[src/rtl/ps2_host.sv]
// ps2_host: host-side PS/2 controller in the clk_sys domain.
// Receives device-to-host frames and transmits host-to-device command bytes
// over an open-drain PS/2 clock/data pair. Outputs are release-high
// (1 = line released, 0 = drive low).
//
// Ports
//   i_clk_sys      system clock
//   i_reset        synchronous active-high reset
//   i_ps2_clk_in   PS/2 clock line level (asynchronous)
//   i_ps2_dat_in   PS/2 data line level (asynchronous)
//   o_ps2_clk_out  0 drives the clock line low, 1 releases it
//   o_ps2_dat_out  0 drives the data line low, 1 releases it
//   i_tx_data      command byte, sampled with i_tx_strobe
//   i_tx_strobe    one-cycle transmit request, ignored while busy
//   o_tx_busy      transmission in progress
//   o_tx_done      one-cycle pulse at end of transmission
//   o_tx_error     valid with o_tx_done: no ACK or timeout
//   o_rx_data      last good received byte
//   o_rx_strobe    one-cycle pulse when o_rx_data updates
//   o_rx_error     one-cycle pulse on bad start/parity/stop or timeout
//
// state     | meaning
// ----------+---------------------------------------------------------
// S_IDLE    | lines released, waiting for a start edge or a tx request
// S_RX      | shifting in data, parity and stop on device clock falls
// S_TX_INH  | holding the clock low to inhibit the device
// S_TX_REQ  | start bit driven, clock released, waiting for first fall
// S_TX_BITS | driving data bits, parity and stop on device clock falls
// S_TX_ACK  | waiting for the ACK clock fall to sample the data line
// S_TX_WAIT | waiting for both lines to return high
module ps2_host #(
   parameter int FILTER         = 8,
   parameter int INHIBIT_CYCLES = 5000,
   parameter int TIMEOUT_CYCLES = 100000
) (
   input  logic       i_clk_sys,
   input  logic       i_reset,
   input  logic       i_ps2_clk_in,
   input  logic       i_ps2_dat_in,
   output logic       o_ps2_clk_out,
   output logic       o_ps2_dat_out,
   input  logic [7:0] i_tx_data,
   input  logic       i_tx_strobe,
   output logic       o_tx_busy,
   output logic       o_tx_done,
   output logic       o_tx_error,
   output logic [7:0] o_rx_data,
   output logic       o_rx_strobe,
   output logic       o_rx_error
);

   localparam int TMAX = (INHIBIT_CYCLES > TIMEOUT_CYCLES) ? INHIBIT_CYCLES : TIMEOUT_CYCLES;
   localparam int TW   = $clog2(TMAX + 1);
   localparam int FW   = $clog2(FILTER + 1);

   typedef enum logic [2:0] {
      S_IDLE, S_RX, S_TX_INH, S_TX_REQ, S_TX_BITS, S_TX_ACK, S_TX_WAIT
   } state_t;

   state_t         r_state;
   logic           r_clk_s1, r_clk_s2, r_dat_s1, r_dat_s2;
   logic           r_f_clk, r_f_dat, r_f_clk_prev;
   logic [FW-1:0]  r_clk_fcnt, r_dat_fcnt;
   logic [TW-1:0]  r_timer;
   logic [3:0]     r_bit_cnt;
   logic [7:0]     r_rx_shift;
   logic           r_rx_par;
   logic [7:0]     r_tx_byte;
   logic           r_tx_par;
   logic           r_nack;
   logic           r_clk_out, r_dat_out;
   logic           r_tx_busy, r_tx_done, r_tx_error;
   logic [7:0]     r_rx_data;
   logic           r_rx_strobe, r_rx_error;

   logic           w_fall;
   logic           w_tx_accept;
   logic           w_timer_zero;

   assign w_fall       = r_f_clk_prev & ~r_f_clk;
   assign w_tx_accept  = i_tx_strobe & ~r_tx_busy;
   assign w_timer_zero = (r_timer == '0);

   // Synchronizers and glitch filters: the filtered level only follows the
   // synced level after it has disagreed for FILTER consecutive cycles.
   always_ff @(posedge i_clk_sys) begin
      if (i_reset) begin
         r_clk_s1     <= 1'b1;
         r_clk_s2     <= 1'b1;
         r_dat_s1     <= 1'b1;
         r_dat_s2     <= 1'b1;
         r_f_clk      <= 1'b1;
         r_f_dat      <= 1'b1;
         r_f_clk_prev <= 1'b1;
         r_clk_fcnt   <= '0;
         r_dat_fcnt   <= '0;
      end else begin
         r_clk_s1     <= i_ps2_clk_in;
         r_clk_s2     <= r_clk_s1;
         r_dat_s1     <= i_ps2_dat_in;
         r_dat_s2     <= r_dat_s1;
         r_f_clk_prev <= r_f_clk;

         if (r_clk_s2 != r_f_clk) begin
            if (r_clk_fcnt == FW'(FILTER - 1)) begin
               r_f_clk    <= r_clk_s2;
               r_clk_fcnt <= '0;
            end else begin
               r_clk_fcnt <= r_clk_fcnt + 1'b1;
            end
         end else begin
            r_clk_fcnt <= '0;
         end

         if (r_dat_s2 != r_f_dat) begin
            if (r_dat_fcnt == FW'(FILTER - 1)) begin
               r_f_dat    <= r_dat_s2;
               r_dat_fcnt <= '0;
            end else begin
               r_dat_fcnt <= r_dat_fcnt + 1'b1;
            end
         end else begin
            r_dat_fcnt <= '0;
         end
      end
   end

   // Protocol FSM. r_timer is shared: inhibit length in S_TX_INH, frame
   // timeout everywhere else it runs.
   always_ff @(posedge i_clk_sys) begin
      if (i_reset) begin
         r_state     <= S_IDLE;
         r_timer     <= '0;
         r_bit_cnt   <= '0;
         r_rx_shift  <= '0;
         r_rx_par    <= 1'b0;
         r_tx_byte   <= '0;
         r_tx_par    <= 1'b0;
         r_nack      <= 1'b0;
         r_clk_out   <= 1'b1;
         r_dat_out   <= 1'b1;
         r_tx_busy   <= 1'b0;
         r_tx_done   <= 1'b0;
         r_tx_error  <= 1'b0;
         r_rx_data   <= '0;
         r_rx_strobe <= 1'b0;
         r_rx_error  <= 1'b0;
      end else begin
         r_rx_strobe <= 1'b0;
         r_rx_error  <= 1'b0;
         r_tx_done   <= 1'b0;

         if (w_tx_accept) begin
            // Any receive in progress is dropped without a report.
            r_tx_byte <= i_tx_data;
            r_tx_par  <= ~^i_tx_data;
            r_tx_busy <= 1'b1;
            r_clk_out <= 1'b0;
            r_dat_out <= 1'b1;
            r_timer   <= TW'(INHIBIT_CYCLES - 1);
            r_state   <= S_TX_INH;
         end else begin
            case (r_state)
               S_IDLE: begin
                  if (w_fall) begin
                     if (!r_f_dat) begin
                        r_bit_cnt <= '0;
                        r_timer   <= TW'(TIMEOUT_CYCLES - 1);
                        r_state   <= S_RX;
                     end else begin
                        r_rx_error <= 1'b1;
                     end
                  end
               end

               S_RX: begin
                  if (w_fall) begin
                     r_timer   <= TW'(TIMEOUT_CYCLES - 1);
                     r_bit_cnt <= r_bit_cnt + 1'b1;
                     if (r_bit_cnt < 4'd8) begin
                        r_rx_shift[r_bit_cnt[2:0]] <= r_f_dat;
                     end else if (r_bit_cnt == 4'd8) begin
                        r_rx_par <= r_f_dat;
                     end else begin
                        if ((^{r_rx_shift, r_rx_par}) && r_f_dat) begin
                           r_rx_data   <= r_rx_shift;
                           r_rx_strobe <= 1'b1;
                        end else begin
                           r_rx_error <= 1'b1;
                        end
                        r_state <= S_IDLE;
                     end
                  end else if (w_timer_zero) begin
                     r_rx_error <= 1'b1;
                     r_state    <= S_IDLE;
                  end else begin
                     r_timer <= r_timer - 1'b1;
                  end
               end

               S_TX_INH: begin
                  // Falls caused by our own clock drive are ignored here.
                  if (w_timer_zero) begin
                     r_clk_out <= 1'b1;
                     r_dat_out <= 1'b0;
                     r_state   <= S_TX_REQ;
                  end else begin
                     r_timer <= r_timer - 1'b1;
                  end
               end

               S_TX_REQ: begin
                  if (w_fall) begin
                     r_dat_out <= r_tx_byte[0];
                     r_bit_cnt <= 4'd1;
                     r_timer   <= TW'(TIMEOUT_CYCLES - 1);
                     r_state   <= S_TX_BITS;
                  end
               end

               S_TX_BITS: begin
                  if (w_fall) begin
                     r_timer   <= TW'(TIMEOUT_CYCLES - 1);
                     r_bit_cnt <= r_bit_cnt + 1'b1;
                     if (r_bit_cnt < 4'd8) begin
                        r_dat_out <= r_tx_byte[r_bit_cnt[2:0]];
                     end else if (r_bit_cnt == 4'd8) begin
                        r_dat_out <= r_tx_par;
                     end else begin
                        r_dat_out <= 1'b1;
                        r_state   <= S_TX_ACK;
                     end
                  end else if (w_timer_zero) begin
                     r_clk_out  <= 1'b1;
                     r_dat_out  <= 1'b1;
                     r_tx_done  <= 1'b1;
                     r_tx_error <= 1'b1;
                     r_tx_busy  <= 1'b0;
                     r_state    <= S_IDLE;
                  end else begin
                     r_timer <= r_timer - 1'b1;
                  end
               end

               S_TX_ACK: begin
                  if (w_fall) begin
                     r_nack  <= r_f_dat;
                     r_timer <= TW'(TIMEOUT_CYCLES - 1);
                     r_state <= S_TX_WAIT;
                  end else if (w_timer_zero) begin
                     r_clk_out  <= 1'b1;
                     r_dat_out  <= 1'b1;
                     r_tx_done  <= 1'b1;
                     r_tx_error <= 1'b1;
                     r_tx_busy  <= 1'b0;
                     r_state    <= S_IDLE;
                  end else begin
                     r_timer <= r_timer - 1'b1;
                  end
               end

               S_TX_WAIT: begin
                  if (r_f_clk && r_f_dat) begin
                     r_tx_done  <= 1'b1;
                     r_tx_error <= r_nack;
                     r_tx_busy  <= 1'b0;
                     r_state    <= S_IDLE;
                  end else if (w_fall) begin
                     r_timer <= TW'(TIMEOUT_CYCLES - 1);
                  end else if (w_timer_zero) begin
                     r_clk_out  <= 1'b1;
                     r_dat_out  <= 1'b1;
                     r_tx_done  <= 1'b1;
                     r_tx_error <= 1'b1;
                     r_tx_busy  <= 1'b0;
                     r_state    <= S_IDLE;
                  end else begin
                     r_timer <= r_timer - 1'b1;
                  end
               end

               default: begin
                  r_clk_out <= 1'b1;
                  r_dat_out <= 1'b1;
                  r_state   <= S_IDLE;
               end
            endcase
         end
      end
   end

   assign o_ps2_clk_out = r_clk_out;
   assign o_ps2_dat_out = r_dat_out;
   assign o_tx_busy     = r_tx_busy;
   assign o_tx_done     = r_tx_done;
   assign o_tx_error    = r_tx_error;
   assign o_rx_data     = r_rx_data;
   assign o_rx_strobe   = r_rx_strobe;
   assign o_rx_error    = r_rx_error;

endmodule

[config.mk]
export PLATFORM = sky130hd
export DESIGN_NAME = ps2_host
export DESIGN_NICKNAME = d
export VERILOG_FILES = /design/src/rtl/ps2_host.sv
export SDC_FILE = /design/constraint.sdc
export NUM_CORES = 1
export LEC_CHECK = 0
export ABC_CLOCK_PERIOD_IN_PS = 6000
export BUFFER_PORTS_ARGS = -buffer_cell sky130_fd_sc_hd__buf_4
export CAP_MARGIN = 5
export CELL_PAD_IN_SITES_DETAIL_PLACEMENT = 0
export CELL_PAD_IN_SITES_GLOBAL_PLACEMENT = 1
export CORE_MARGIN = 10
export CORE_UTILIZATION = 49
export DETAILED_ROUTE_END_ITERATION = 6
export PLACE_DENSITY = 0.84
export SYNTH_ARGS = -nofsm -noshare
export SYNTH_HDL_FRONTEND = slang
export SYNTH_SLANG_ARGS = --single-unit
[constraint.sdc]
create_clock -name i_clk_sys -period 6 [get_ports i_clk_sys]
set_input_delay 0.9 -clock i_clk_sys [delete_from_list [all_inputs] [get_ports i_clk_sys]]
set_output_delay 0.9 -clock i_clk_sys [all_outputs]
set_load 0.01 [all_outputs]
==> summary.txt <==
Timing
  • Setup Viol. Count Final: 0
  • Final setup margin: 3440 ps
  • Tmin final: 2560 ps
  • Relative slew slack: 0.236
  • RSZ-0062 raised after global routing: no
  • Final period util: 0.427
  • Final Max Slew Viols: 0
  • Hold Violations, Final: 0
  • Worst clock skew: 7.65 ps
  • Setup TNS: 0 ps
  • Actual slew at the worst max-slew pin: 1140 ps
  • Fmax: 0.390 GHz

Clock network
  • TritonCTS buffer count: 9
  • Skew-Pair Late Insertion Delay: between 300 and 400 ps
  • CTS tree: built
  • CTS sink count: 73
  • Clock slew at reported path FFs: roughly 70 ps
  • CTS root buf: clkbuf_8
  • Hold_buf cts: 0
  • H-Tree Depth: 3
  • Post-CTS setup buffers: 0
  • Post-CTS sizing: 0
  • CTS max path bufs: 2

Power
  • Peak VDD IR: 0.115 mV
  • Overall power: around 0.99 mW
  • Sw frac: 0.282
  • Power Dens Cells: about 240 mW/mm2
  • Clock power share: 0.342
  • Leakage: ~1.5 nW
  • Sequential power share: 0.523
  • Sw Pwr: 0.281 mW
  • Logic pwr share: 0.136
  • Pint: 0.713 mW

Global route
  • Global-route wire length before repair: 14.8 mm
  • Global Route Usage Sum: 0.153
  • Vias in the first global route: 3062
  • Largest net degree at the start of global routing: 57
  • Initial antenna violation count: 0
  • Grt total ovfl: 0

Floorplanning
  • Core area: 0.00765 mm2
  • Die width: 108 um
  • Die H: 108 um
  • Initial core utilization: 0.497
  • IO Pins: 28
  • Row count: 32
  • Die area: 0.0117 mm2

Synth
  • Post-synth net total: 475
  • Synth Warn #: 0
  • Synthesized flop and latch total: 73
  • Number of synthesized flops with an enable pin: 0
  • Top FF cell, synth: dfxtp_1
  • Post-Synthesis Cells: 457
  • Synth top area share: 0.384
  • Fraction of registers with async set/reset: 0
  • Yosys cell types: 57
  • Ranking of synthesized cells by area: dfxtp_1 38%, mux2i_1 5.5%, nor2_1 5.1%
  • Synthesized cell area: 0.00380 mm2
  • Largest area contributor in the netlist: dfxtp_1
  • Synthesized area per cell: 8.32 um2
  • Post-synthesis sequential area ratio: 0.384

Job
  • Max Cap Viol: 0

Finish
  • Fill cell count: around 750
  • Share of cells above drive strength 1: 0.123
  • Ant. Diodes: 0
  • Most common cell after layout, fill and taps aside: dfxtp_1
  • Nets: about 490
  • Multi-input logic area: 0.00216 mm2
  • Final core utilization: 0.545
  • Final cell count without fillers: 575
  • Most frequent cells in the layout: 73 x dfxtp_1, 52 x nor2_1, 45 x nand2_1
  • Seq. cell area: 0.00146 mm2
  • Layout area overhead: 9.67%

Setup path
  • Worst Path Arrival: about 2800 ps
  • Critical path fanouts, max: 12
  • Slowest Stage Delay on Critical Path: 560 ps
  • R2R Setup Slk: 3440 ps
  • CP Cell Sequence: inv_1 -> ha_1 -> nand2b_1 -> nand2_1 -> or4_4 -> mux2i_4 -> mux2i_1 -> nor2_1
  • Slowest cell on crit path: or4_4
  • CP Capture Type: flop
  • Setup crit start kind: flop
  • Worst path required time: 6220 ps
  • Worst Setup Path Type: flop to flop

Hold path
  • Hold Path Class: flop to flop

Place
  • Routability cong.: between 0.8 and 0.9
  • Port Buf Inserts: 27
  • Dpl cells: 560
  • Post-DP HPWL: 6.08 mm
  • Setup WS pre-CTS: 3200 ps

Drt
  • Post-Route WL: 8.71 mm
  • Avg WL per Cell: ~15 um
  • Initial drt markers: 246
  • Via-to-Cell Ratio: roughly 5.7
  • Via count: 3274
  • Antenna Violating Nets Remaining: 0
  • DRC viols: 0
  • DR pass1 iterations: 4

Outcome
  • Status: complete, no violations
[worst paths after layout]
path           startpoint           end  cells after the start
min              r_dat_s1      r_dat_s2                      1
min reg2reg      r_dat_s1      r_dat_s2                      1
max reg2reg  r_bit_cnt[0]  o_rx_data[3]                      8
max          r_bit_cnt[0]  o_rx_data[3]                      8
[cell type report]
| class | instances | share of cell area |
|---|---|---|
| multi-input combinational | 345 | 0.518 |
| timing repair buffer | 29 | 0.0522 |
| tap | 102 | 0.0306 |
| inverter | 11 | 0.00990 |
| clock inverter | 3 | 0.00420 |
| sequential | 73 | 0.350 |
| clock buffer | 12 | 0.0348 |
[kinds of logic (layout without fill, tap and decap cells)]
kind of cell             Yosys count  count (layout)  synth area share
XOR/XNOR                          26              26            0.0635
multiplexers                      22              22            0.0612
AO/OA/AOI/OAI                     92              92             0.155
AND/OR/NAND/NOR                  200             200             0.271
buffers and inverters             39              55            0.0477
adder cells (fa/ha/maj)            5               5            0.0165
flip-flops                        73              73             0.384
[worst max-delay path: cells and delay by family (launching register included)]
family / cells / cell delay, ps
and+or+nand+nor: 4 / 870
muxes: 2 / 620
buffers and inverters: 1 / 160
adders and majority gates: 1 / 250
DFF: 1 / 540
[flip-flops by register name (all words and copies together) (netlist names), 3 cells and up]
| signal | cells |
|---|---|
| r_bit_cnt | 4 |
| r_rx_shift | 8 |
| r_clk_fcnt | 4 |
| o_rx_data | 8 |
| r_timer | 17 |
| r_state | 3 |
| r_dat_fcnt | 4 |
| r_tx_byte | 8 |
[power by group through the flow]
stage	Combinational (mW)	Sequential, mW	Clock [mW]
CTS	0.134	0.519	0.346
global route	0.150	0.523	0.368
finish	0.135	0.520	0.340
detailed placement	0.134	0.530	0
global placement	0.134	0.530	0
floorplan	0.106	0.523	0
[synthesized netlist by cell type (5+ instances only)]
| library cell | number |
|---|---|
| a211oi_1 | 5 |
| a21oi_1 | 30 |
| a31oi_1 | 8 |
| and3_1 | 7 |
| clkbuf_1 | 16 |
| dfxtp_1 | 73 |
| ha_1 | 5 |
| inv_1 | 11 |
| mux2i_1 | 21 |
| nand2_1 | 45 |
| nand2b_1 | 11 |
| nand3_1 | 17 |
| nand4_1 | 6 |
| nor2_1 | 52 |
| nor2b_1 | 6 |
| nor3_1 | 19 |
| nor4_1 | 6 |
| o21ai_0 | 17 |
| or2_2 | 6 |
| xnor2_1 | 19 |
| xor2_1 | 6 |
[per-stage QoR]
stage	hold WS (ps)	cell area [um2]
after floorplan	389	3800
after global placement	400	4010
after detailed placement	395	4010
after CTS	412	4170
after global routing	428	4170
final	410	4170
[per-layer routing]
layer  global-route usage  vias to the layer above  part of all wire  wire length [um]
met1                0.195                     1536              0.46              4040
met4               0.0534                        0             0.013               117
li1                     -                     1644                 -                 -
met3               0.0399                       11             0.051               445
met2                0.246                       83              0.47              4110
met5                    0                        -                 0                 0
Power figures use the tool's default switching activity.
